[config.mk]
export PLATFORM = sky130hd
export DESIGN_NAME = stm32_iq_bus_fifo
export DESIGN_NICKNAME = d
export VERILOG_FILES = /design/src/rtl/stm32_iq_bus_fifo.sv
export SDC_FILE = /design/constraint.sdc
export NUM_CORES = 1
export LEC_CHECK = 0
export CELL_PAD_IN_SITES_DETAIL_PLACEMENT = 1
export CELL_PAD_IN_SITES_GLOBAL_PLACEMENT = 2
export CORE_UTILIZATION = 38
export DETAILED_ROUTE_END_ITERATION = 8
export GPL_ROUTABILITY_DRIVEN = 0
export PLACE_DENSITY = 0.71
export SETUP_SLACK_MARGIN = 0.3
export SLEW_MARGIN = 20
export SYNTH_ARGS = -nofsm -noshare
export SYNTH_HDL_FRONTEND = slang
export SYNTH_SLANG_ARGS = --single-unit
[constraint.sdc]
create_clock -name clk_in -period 20.7 [get_ports clk_in]
set_input_delay 5.175 -clock clk_in [delete_from_list [all_inputs] [get_ports clk_in]]
set_output_delay 5.175 -clock clk_in [all_outputs]
set_load 0.01 [all_outputs]
[src/rtl/stm32_iq_bus_fifo.sv]
// stm32_iq_bus_fifo: buffers multi-channel IQ frames in a FIFO and drives them
// byte-wise onto the 8-bit STM32 bus under command control (echo, stream,
// status, flush). All bus outputs are registered. A registered output shows the
// values of the state that was current in the cycle before the edge.
// Optional build macro FRAME_SEQ_EN: adds a per-frame 8-bit sequence byte ahead
// of each streamed frame and a fourth STATUS byte.
module stm32_iq_bus_fifo #(
    parameter int CHANNELS     = 2,
    parameter int SAMPLE_BYTES = 4,
    parameter int DEPTH_LOG2   = 3
) (
    input  logic                                  clk_in,
    input  logic                                  reset_in,
    input  logic                                  data_sync,
    input  logic [7:0]                            bus_in,
    output logic [7:0]                            bus_out,
    output logic                                  bus_oe,
    input  logic                                  iq_valid,
    input  logic [CHANNELS*2*SAMPLE_BYTES*8-1:0]  iq_data,
    input  logic [CHANNELS-1:0]                   ch_mask,
    output logic [DEPTH_LOG2:0]                   fifo_level,
    output logic                                  overflow,
    output logic [3:0]                            state_debug
);
    localparam int FW    = CHANNELS * 2 * SAMPLE_BYTES * 8;
    localparam int DEPTH = 1 << DEPTH_LOG2;
    localparam int LW    = DEPTH_LOG2 + 1;
    localparam logic [LW-1:0] FULL_LVL = LW'(DEPTH);
    localparam logic [2:0]    NCH      = 3'(CHANNELS);
    localparam logic [2:0]    LAST_BI  = 3'(2 * SAMPLE_BYTES - 1);
`ifdef FRAME_SEQ_EN
    localparam logic [1:0]    ST_LAST  = 2'd3;
`else
    localparam logic [1:0]    ST_LAST  = 2'd2;
`endif

    typedef enum logic [3:0] {
        S_IDLE = 4'd0, S_ECHO_RX = 4'd1, S_ECHO_TX = 4'd2, S_STREAM = 4'd3,
        S_STATUS = 4'd4, S_FLUSH = 4'd5, S_SEQ = 4'd6
    } state_t;

    state_t                state_q, state_d;
    logic [7:0]            bus_out_q, bus_out_d, echo_q, echo_d;
    logic                  bus_oe_q, bus_oe_d, overflow_q, overflow_d;
    logic [FW-1:0]         hold_q, hold_d, mem_q [DEPTH];
    logic [CHANNELS-1:0]   mask_q, mask_d;
    logic [2:0]            ch_q, ch_d, bi_q, bi_d;
    logic [1:0]            st_q, st_d;
    logic [DEPTH_LOG2-1:0] head_q, head_d, tail_q, tail_d;
    logic [LW-1:0]         level_q, level_d;
    logic [7:0]            ovf_q, ovf_d, udr_q, udr_d;
`ifdef FRAME_SEQ_EN
    logic [7:0]            seq_cnt_q, seq_cnt_d, seq_mem_q [DEPTH];
`else
    logic                  start_q, start_d;
`endif
    logic                  pop, flush, wr, drop, full, emit;
    logic [FW-1:0]         e_frame, rd_frame;
    logic [CHANNELS-1:0]   e_mask;
    logic [2:0]            e_ch, e_bi, nxt_ch;

    // Lowest enabled channel at index >= from; NCH when none is left.
    function automatic logic [2:0] next_en(input logic [CHANNELS-1:0] m, input logic [2:0] from);
        logic [2:0] r;
        r = NCH;
        for (int c = CHANNELS - 1; c >= 0; c--)
            if (c >= int'(from) && m[c]) r = 3'(c);
        return r;
    endfunction

    // Byte bi of channel ch in wire order: Q MSB-first, then I MSB-first.
    function automatic logic [7:0] frame_byte(input logic [FW-1:0] f, input logic [2:0] ch,
                                              input logic [2:0] bi);
        int idx;
        logic [7:0] r;
        r = 8'h00;
        if (int'(ch) < CHANNELS) begin
            if (int'(bi) < SAMPLE_BYTES) idx = int'(ch) * 2 * SAMPLE_BYTES + SAMPLE_BYTES - 1 - int'(bi);
            else                         idx = int'(ch) * 2 * SAMPLE_BYTES + 3 * SAMPLE_BYTES - 1 - int'(bi);
            r = f[idx*8 +: 8];
        end
        return r;
    endfunction

    function automatic logic [7:0] sat_inc(input logic [7:0] v);
        return (v == 8'hFF) ? v : v + 8'd1;
    endfunction

    // Command decode, per-state outputs, stream cursor and FIFO bookkeeping.
    always_comb begin
        state_d = state_q;   bus_out_d = bus_out_q; bus_oe_d = 1'b0;    echo_d = echo_q;
        hold_d = hold_q;     mask_d = mask_q;       ch_d = ch_q;        bi_d = bi_q;
        st_d = st_q;         ovf_d = ovf_q;         udr_d = udr_q;      overflow_d = overflow_q;
        pop = 1'b0;          flush = 1'b0;          emit = 1'b0;
        e_frame = hold_q;    e_mask = mask_q;       e_ch = ch_q;        e_bi = bi_q;
        nxt_ch = ch_q;       rd_frame = mem_q[tail_q];
`ifdef FRAME_SEQ_EN
        seq_cnt_d = seq_cnt_q + 8'(iq_valid);
`else
        start_d = start_q;
`endif
        if (data_sync) begin
            // A command preempts whatever state was running; a partial frame is dropped.
            case (bus_in)
                8'h00:   state_d = S_ECHO_RX;
`ifdef FRAME_SEQ_EN
                8'h04:   state_d = S_SEQ;
`else
                8'h04:   begin state_d = S_STREAM; start_d = 1'b1; end
`endif
                8'h09:   begin state_d = S_STATUS; st_d = 2'd0; end
                8'h0A:   state_d = S_FLUSH;
                default: state_d = S_IDLE;
            endcase
        end else begin
            case (state_q)
                S_IDLE: ;
                S_ECHO_RX: begin echo_d = bus_in; state_d = S_ECHO_TX; end
                S_ECHO_TX: begin bus_out_d = echo_q; bus_oe_d = 1'b1; state_d = S_ECHO_RX; end
                S_STATUS: begin
                    bus_oe_d = 1'b1;
                    st_d = st_q + 2'd1;
                    case (st_q)
                        2'd0: bus_out_d = 8'(level_q);
                        2'd1: bus_out_d = ovf_q;
                        2'd2: begin
                            bus_out_d = udr_q;
                            ovf_d = 8'h00; udr_d = 8'h00; overflow_d = 1'b0;
                        end
`ifdef FRAME_SEQ_EN
                        default: bus_out_d = seq_cnt_q;
`else
                        default: bus_out_d = 8'h00;
`endif
                    endcase
                    if (st_q == ST_LAST) state_d = S_IDLE;
                end
                S_FLUSH: begin flush = 1'b1; state_d = S_IDLE; end
`ifdef FRAME_SEQ_EN
                S_SEQ: begin
                    // Frame start: load the frame and send its sequence byte first.
                    bus_oe_d = 1'b1;
                    if (ch_mask == '0) bus_out_d = 8'h00;
                    else begin
                        mask_d = ch_mask; ch_d = next_en(ch_mask, 3'd0); bi_d = 3'd0;
                        state_d = S_STREAM;
                        if (level_q != '0) begin
                            pop = 1'b1; hold_d = rd_frame; bus_out_d = seq_mem_q[tail_q];
                        end else begin
                            hold_d = '0; bus_out_d = 8'hFF; udr_d = sat_inc(udr_q);
                        end
                    end
                end
                S_STREAM: begin bus_oe_d = 1'b1; emit = 1'b1; end
`else
                S_STREAM: begin
                    // At frame start the first byte comes straight from the popped frame.
                    bus_oe_d = 1'b1;
                    if (!start_q) emit = 1'b1;
                    else if (ch_mask == '0) bus_out_d = 8'h00;
                    else begin
                        emit = 1'b1; e_mask = ch_mask; mask_d = ch_mask;
                        e_ch = next_en(ch_mask, 3'd0); e_bi = 3'd0;
                        if (level_q != '0) begin pop = 1'b1; e_frame = rd_frame; end
                        else begin e_frame = '0; udr_d = sat_inc(udr_q); end
                        hold_d = e_frame;
                    end
                end
`endif
                default: state_d = S_IDLE;
            endcase
        end
        if (emit) begin
            bus_out_d = frame_byte(e_frame, e_ch, e_bi);
`ifndef FRAME_SEQ_EN
            start_d = 1'b0;
`endif
            if (e_bi != LAST_BI) begin
                ch_d = e_ch; bi_d = e_bi + 3'd1;
            end else begin
                nxt_ch = next_en(e_mask, e_ch + 3'd1);
                ch_d = nxt_ch; bi_d = 3'd0;
                if (nxt_ch == NCH) begin
`ifdef FRAME_SEQ_EN
                    state_d = S_SEQ;
`else
                    start_d = 1'b1;
`endif
                end
            end
        end
        // A pop or flush in the same cycle frees room for the incoming frame.
        full = (level_q == FULL_LVL);
        wr   = iq_valid && (!full || pop || flush);
        drop = iq_valid && !wr;
        if (drop) begin ovf_d = sat_inc(ovf_d); overflow_d = 1'b1; end
        head_d = head_q + DEPTH_LOG2'(wr);
        if (flush) begin
            tail_d  = head_q;
            level_d = LW'(wr);
        end else begin
            tail_d  = tail_q + DEPTH_LOG2'(pop);
            level_d = level_q + LW'(wr) - LW'(pop);
        end
    end

    // Control and bus-output registers with asynchronous reset.
    always_ff @(posedge clk_in or posedge reset_in) begin
        if (reset_in) begin
            state_q <= S_IDLE;  bus_out_q <= 8'h00; bus_oe_q <= 1'b0; overflow_q <= 1'b0;
            mask_q <= '0;       ch_q <= 3'd0;       bi_q <= 3'd0;     st_q <= 2'd0;
            head_q <= '0;       tail_q <= '0;       level_q <= '0;
            ovf_q <= 8'h00;     udr_q <= 8'h00;
`ifdef FRAME_SEQ_EN
            seq_cnt_q <= 8'h00;
`else
            start_q <= 1'b0;
`endif
        end else begin
            state_q <= state_d; bus_out_q <= bus_out_d; bus_oe_q <= bus_oe_d; overflow_q <= overflow_d;
            mask_q <= mask_d;   ch_q <= ch_d;           bi_q <= bi_d;         st_q <= st_d;
            head_q <= head_d;   tail_q <= tail_d;       level_q <= level_d;
            ovf_q <= ovf_d;     udr_q <= udr_d;
`ifdef FRAME_SEQ_EN
            seq_cnt_q <= seq_cnt_d;
`else
            start_q <= start_d;
`endif
        end
    end

    // Payload storage: FIFO memory, frame hold and echo byte carry no reset.
    always_ff @(posedge clk_in) begin
        echo_q <= echo_d;
        hold_q <= hold_d;
        if (wr) mem_q[head_q] <= iq_data;
`ifdef FRAME_SEQ_EN
        if (wr) seq_mem_q[head_q] <= seq_cnt_q;
`endif
    end

    assign bus_out     = bus_out_q;
    assign bus_oe      = bus_oe_q;
    assign fifo_level  = level_q;
    assign overflow    = overflow_q;
    assign state_debug = state_q;
endmodule
==> reports/qor.yml <==
run_status:
  status: "complete, no violations"
setup_path:
  critPathLaunchType: "input port"
  slowest_delay_ns: 0.87
  cpLargestDelayFamily: "simple AND/OR/NAND/NOR gates"
  critPathSlowestCell: "nor2_4"
  crit_type: "in2reg"
  required_ns: 21.06
  path_cells: "clkdlybuf4s50_1 > nand4bb_1 > or3_4 > inv_2 > or3_1 > nand2_1 > inv_1 > nand2_1 > nor2_4 > buf_4 > buf_4"
  arrival_ns: 11.07
  reg2reg_slack_ns: 14.65
  cp_num_buf_inv: 5
  end_kind: "register"
  cp_max_fo: 67
  worst_r2r_path_depth: 10
  timing.rr.end: "mem_q[3][104]"
  rr_startpoint: "state_debug[1]"
synth:
  synthFlopType: "edfxtp_1"
  async_flop_share_pct: 4.13
  syn-cell-area_sq_um: 46800
  syn_nets: 2606
  synth_warnings: 0
  avgSynthCellArea_sq_um: 19.2
  ys_ff_latch: 1210
  synth_edf_count: 1032
  ys_seq_area_share_pct: 74.3
  syn_inst: 2444
  synth_cell_types: 83
global_route:
  antenna_found_initial: 13
  overflow: 0
  track_usage_pct: 19.0
  first_global_vias: 25400
  grt_max_degree: 132
  grt_pass1_wl_mm: 173
drt:
  wirelength_mm: 117
  wl_per_cell_um: 26.8
  ant_nets: 0
  drt_pass1_iterations: 5
  dr_total_vias: 23600
  viasPerCell: 5.41
  drc: 0
  dr.first_iter.drc_count: 1878
layout:
  nets: 2794
  final_core_util_pct: 44.7
  final_area_sq_um: 54500
  fillers: 11400
  synthToLayoutAreaGrowth_pct: 16.4
  stdcell_count: 4369
  layout-drive-gt1-share_pct: 19.2
timing:
  slew_viol_final: 0
  hold_viol: 0
  setup_viol: 0
  slew_headroom_pct: 28.0
  rsz0062_at_grt: "false"
  finalSetupTns_ns: 0
  skew_ns: 0.0353
  max_freq_mhz: 93.3
  finalCritPeriodShare_pct: 51.8
  min_period_ns: 10.72
  fin_ws_ns: 9.98
  worst_pin_slew_ns: 1.08
cts:
  clk_latency_ns: 0.76
  cts_root_buffer: "clkbuf_16"
  postCtsSetupBuffers: 0
  cts_tree: "done"
  cts_buffer_depth: 3
  cts-buffers-inserted: 131
  cts_max_level: 4
  cts.sinks: 1210
  clk_pin_slew_worst_paths_ns: 0.06
  ctsHoldBuffers: 0
  cts_resized: 0
floorplan:
  start_util_pct: 38.4
  die_w_um: 353
  coreArea_sq_um: 122000
  num_rows: 128
  ios: 160
  die_h_um: 353
  die-area_sq_um: 125000
power_and_ir_drop:
  power.density_nw_per_um2: 108
  irDropWorstVdd_uv: 78.8
  power_leakage_nw: 17.1
min_path:
  holdPathEnd: "hold_q[56]"
  min-delay-start: "hold_q[56]"
  hold_path.class: "reg2reg"
  hold_depth: 2
placed_design:
  port_buffers: 158
  post-dp-hpwl_mm: 70.9
  place_ws_ns: 9.21
  place_inst: 4124
  dpl_cell_area_sq_um: 50200
run:
  drv_cap: 0
## registers in the layout, indices dropped and copies added, names as in the netlist, 4 cells and up
signal,cells
udr_q,8
bus_out,8
echo_q,8
ovf_q,8
mem_q,1024
fifo_level,4
hold_q,128
## logic make-up after synthesis
kind of cell,after synthesis,synth area share [%]
adder cells (fa/ha/maj),20,0.550
AND/OR/NAND/NOR,329,3.31
flip-flops,1210,74.3
buffers and inverters,171,1.74
AO/OA/AOI/OAI,283,3.98
XOR/XNOR,17,0.347
other,1,0.00801
multiplexers,413,15.8
## worst register-to-register path, stage by stage (launching register included)
cell       delay (ns)
dfrtp_1          0.61
nand4bb_1        0.59
or3_4            0.84
inv_2            0.29
or3_1            0.18
nand2_1          0.11
inv_1            0.14
nand2_1          0.22
nor2_4           0.87
buf_4            0.86
buf_4            0.87
## cell usage in the layout, fill, tap and decap left out, drive strengths merged, types with 5 or more instances in the layout
cell and n:
inv 37, nor3 25, edfxtp 1032, mux2i 142
bufinv 11, nor4 10, clkdlybuf4s50 158, dfrtp 50
a22oi 6, nand2b 8, mux2 13, o2111ai 6
nor2 67, o221ai 8, or3 5, nor2b 5
o31ai 5, o32a 5, and2 9, clkinv 41
nand3 13, dfxtp 128, o21ai 131, a31oi 8
o2bb2ai 12, o22ai 13, and3 8, ha 19
a211oi 8, a21oi 20, nand2 152, clkbuf 175
mux4 258, xnor2 8, o211ai 7, buf 35
nand4 11, a21o 11, diode 10, xor2 8
## final cells by class
cell class / instances / area (sq um) / area share (%)
sequential: 1210 / 34800 / 63.9
multi-input combinational: 1063 / 11300 / 20.7
tap: 1625 / 2030 / 3.73
antenna: 10 / 25.0 / 0.0459
clock inverter: 60 / 651 / 1.19
clock buffer: 175 / 3660 / 6.72
timing repair buffer: 193 / 1920 / 3.52
inverter: 33 / 124 / 0.227
## stage by stage
step                power [mW]  hold slack, ns
finish                    5.89           0.454
CTS                       5.96           0.456
global route              6.08           0.473
floorplan                 3.40           0.411
global placement          3.60           0.431
detailed placement        3.63           0.442
## report_power, final
part | internal (mW) | switching [mW]
registers | 2.98 | 0.0801
clock network | 1.38 | 0.946
logic | 0.156 | 0.345
## cell usage after synthesis (11+ instances only)
library cell	count	share of area (%)
nor3_1	24	0.26
nand3_1	13	0.14
edfxtp_1	1032	66
o22ai_1	13	0.17
buf_4	20	0.32
mux4_2	258	12
o2bb2ai_1	11	0.21
clkbuf_1	50	0.40
mux2_2	13	0.31
nand4_1	11	0.15
o21ai_0	128	1.4
nor2_1	65	0.52
dfrtp_1	50	2.7
buf_2	56	0.60
ha_1	19	0.51
mux2i_1	142	3.0
nand2_1	152	1.2
dfxtp_1	128	5.5
a21oi_1	20	0.21
a21o_1	11	0.18
inv_1	30	0.24
## routing by layer
layer	global-route usage [%]	routed length, um	vias up
li1	-	-	10300
met4	5.99	3220	0
met2	30.9	57000	570
met3	3.75	5890	159
met1	25.6	51200	12600
met5	0	0	-
## worst max path at each step
stage | start | depth (start not counted) | slack (ns) | end
2_1_floorplan | data_sync | 9 | 4.87 | mem_q[0][0]
3_3_place_gp | data_sync | 11 | 9.37 | mem_q[3][79]
3_5_place_dp | data_sync | 11 | 9.21 | mem_q[3][79]
4_1_cts | data_sync | 11 | 9.97 | mem_q[3][64]
5_1_grt | data_sync | 11 | 9.62 | mem_q[3][94]
6_report | data_sync | 11 | 9.98 | mem_q[3][104]
No activity file was read; power rests on OpenSTA's default activity.
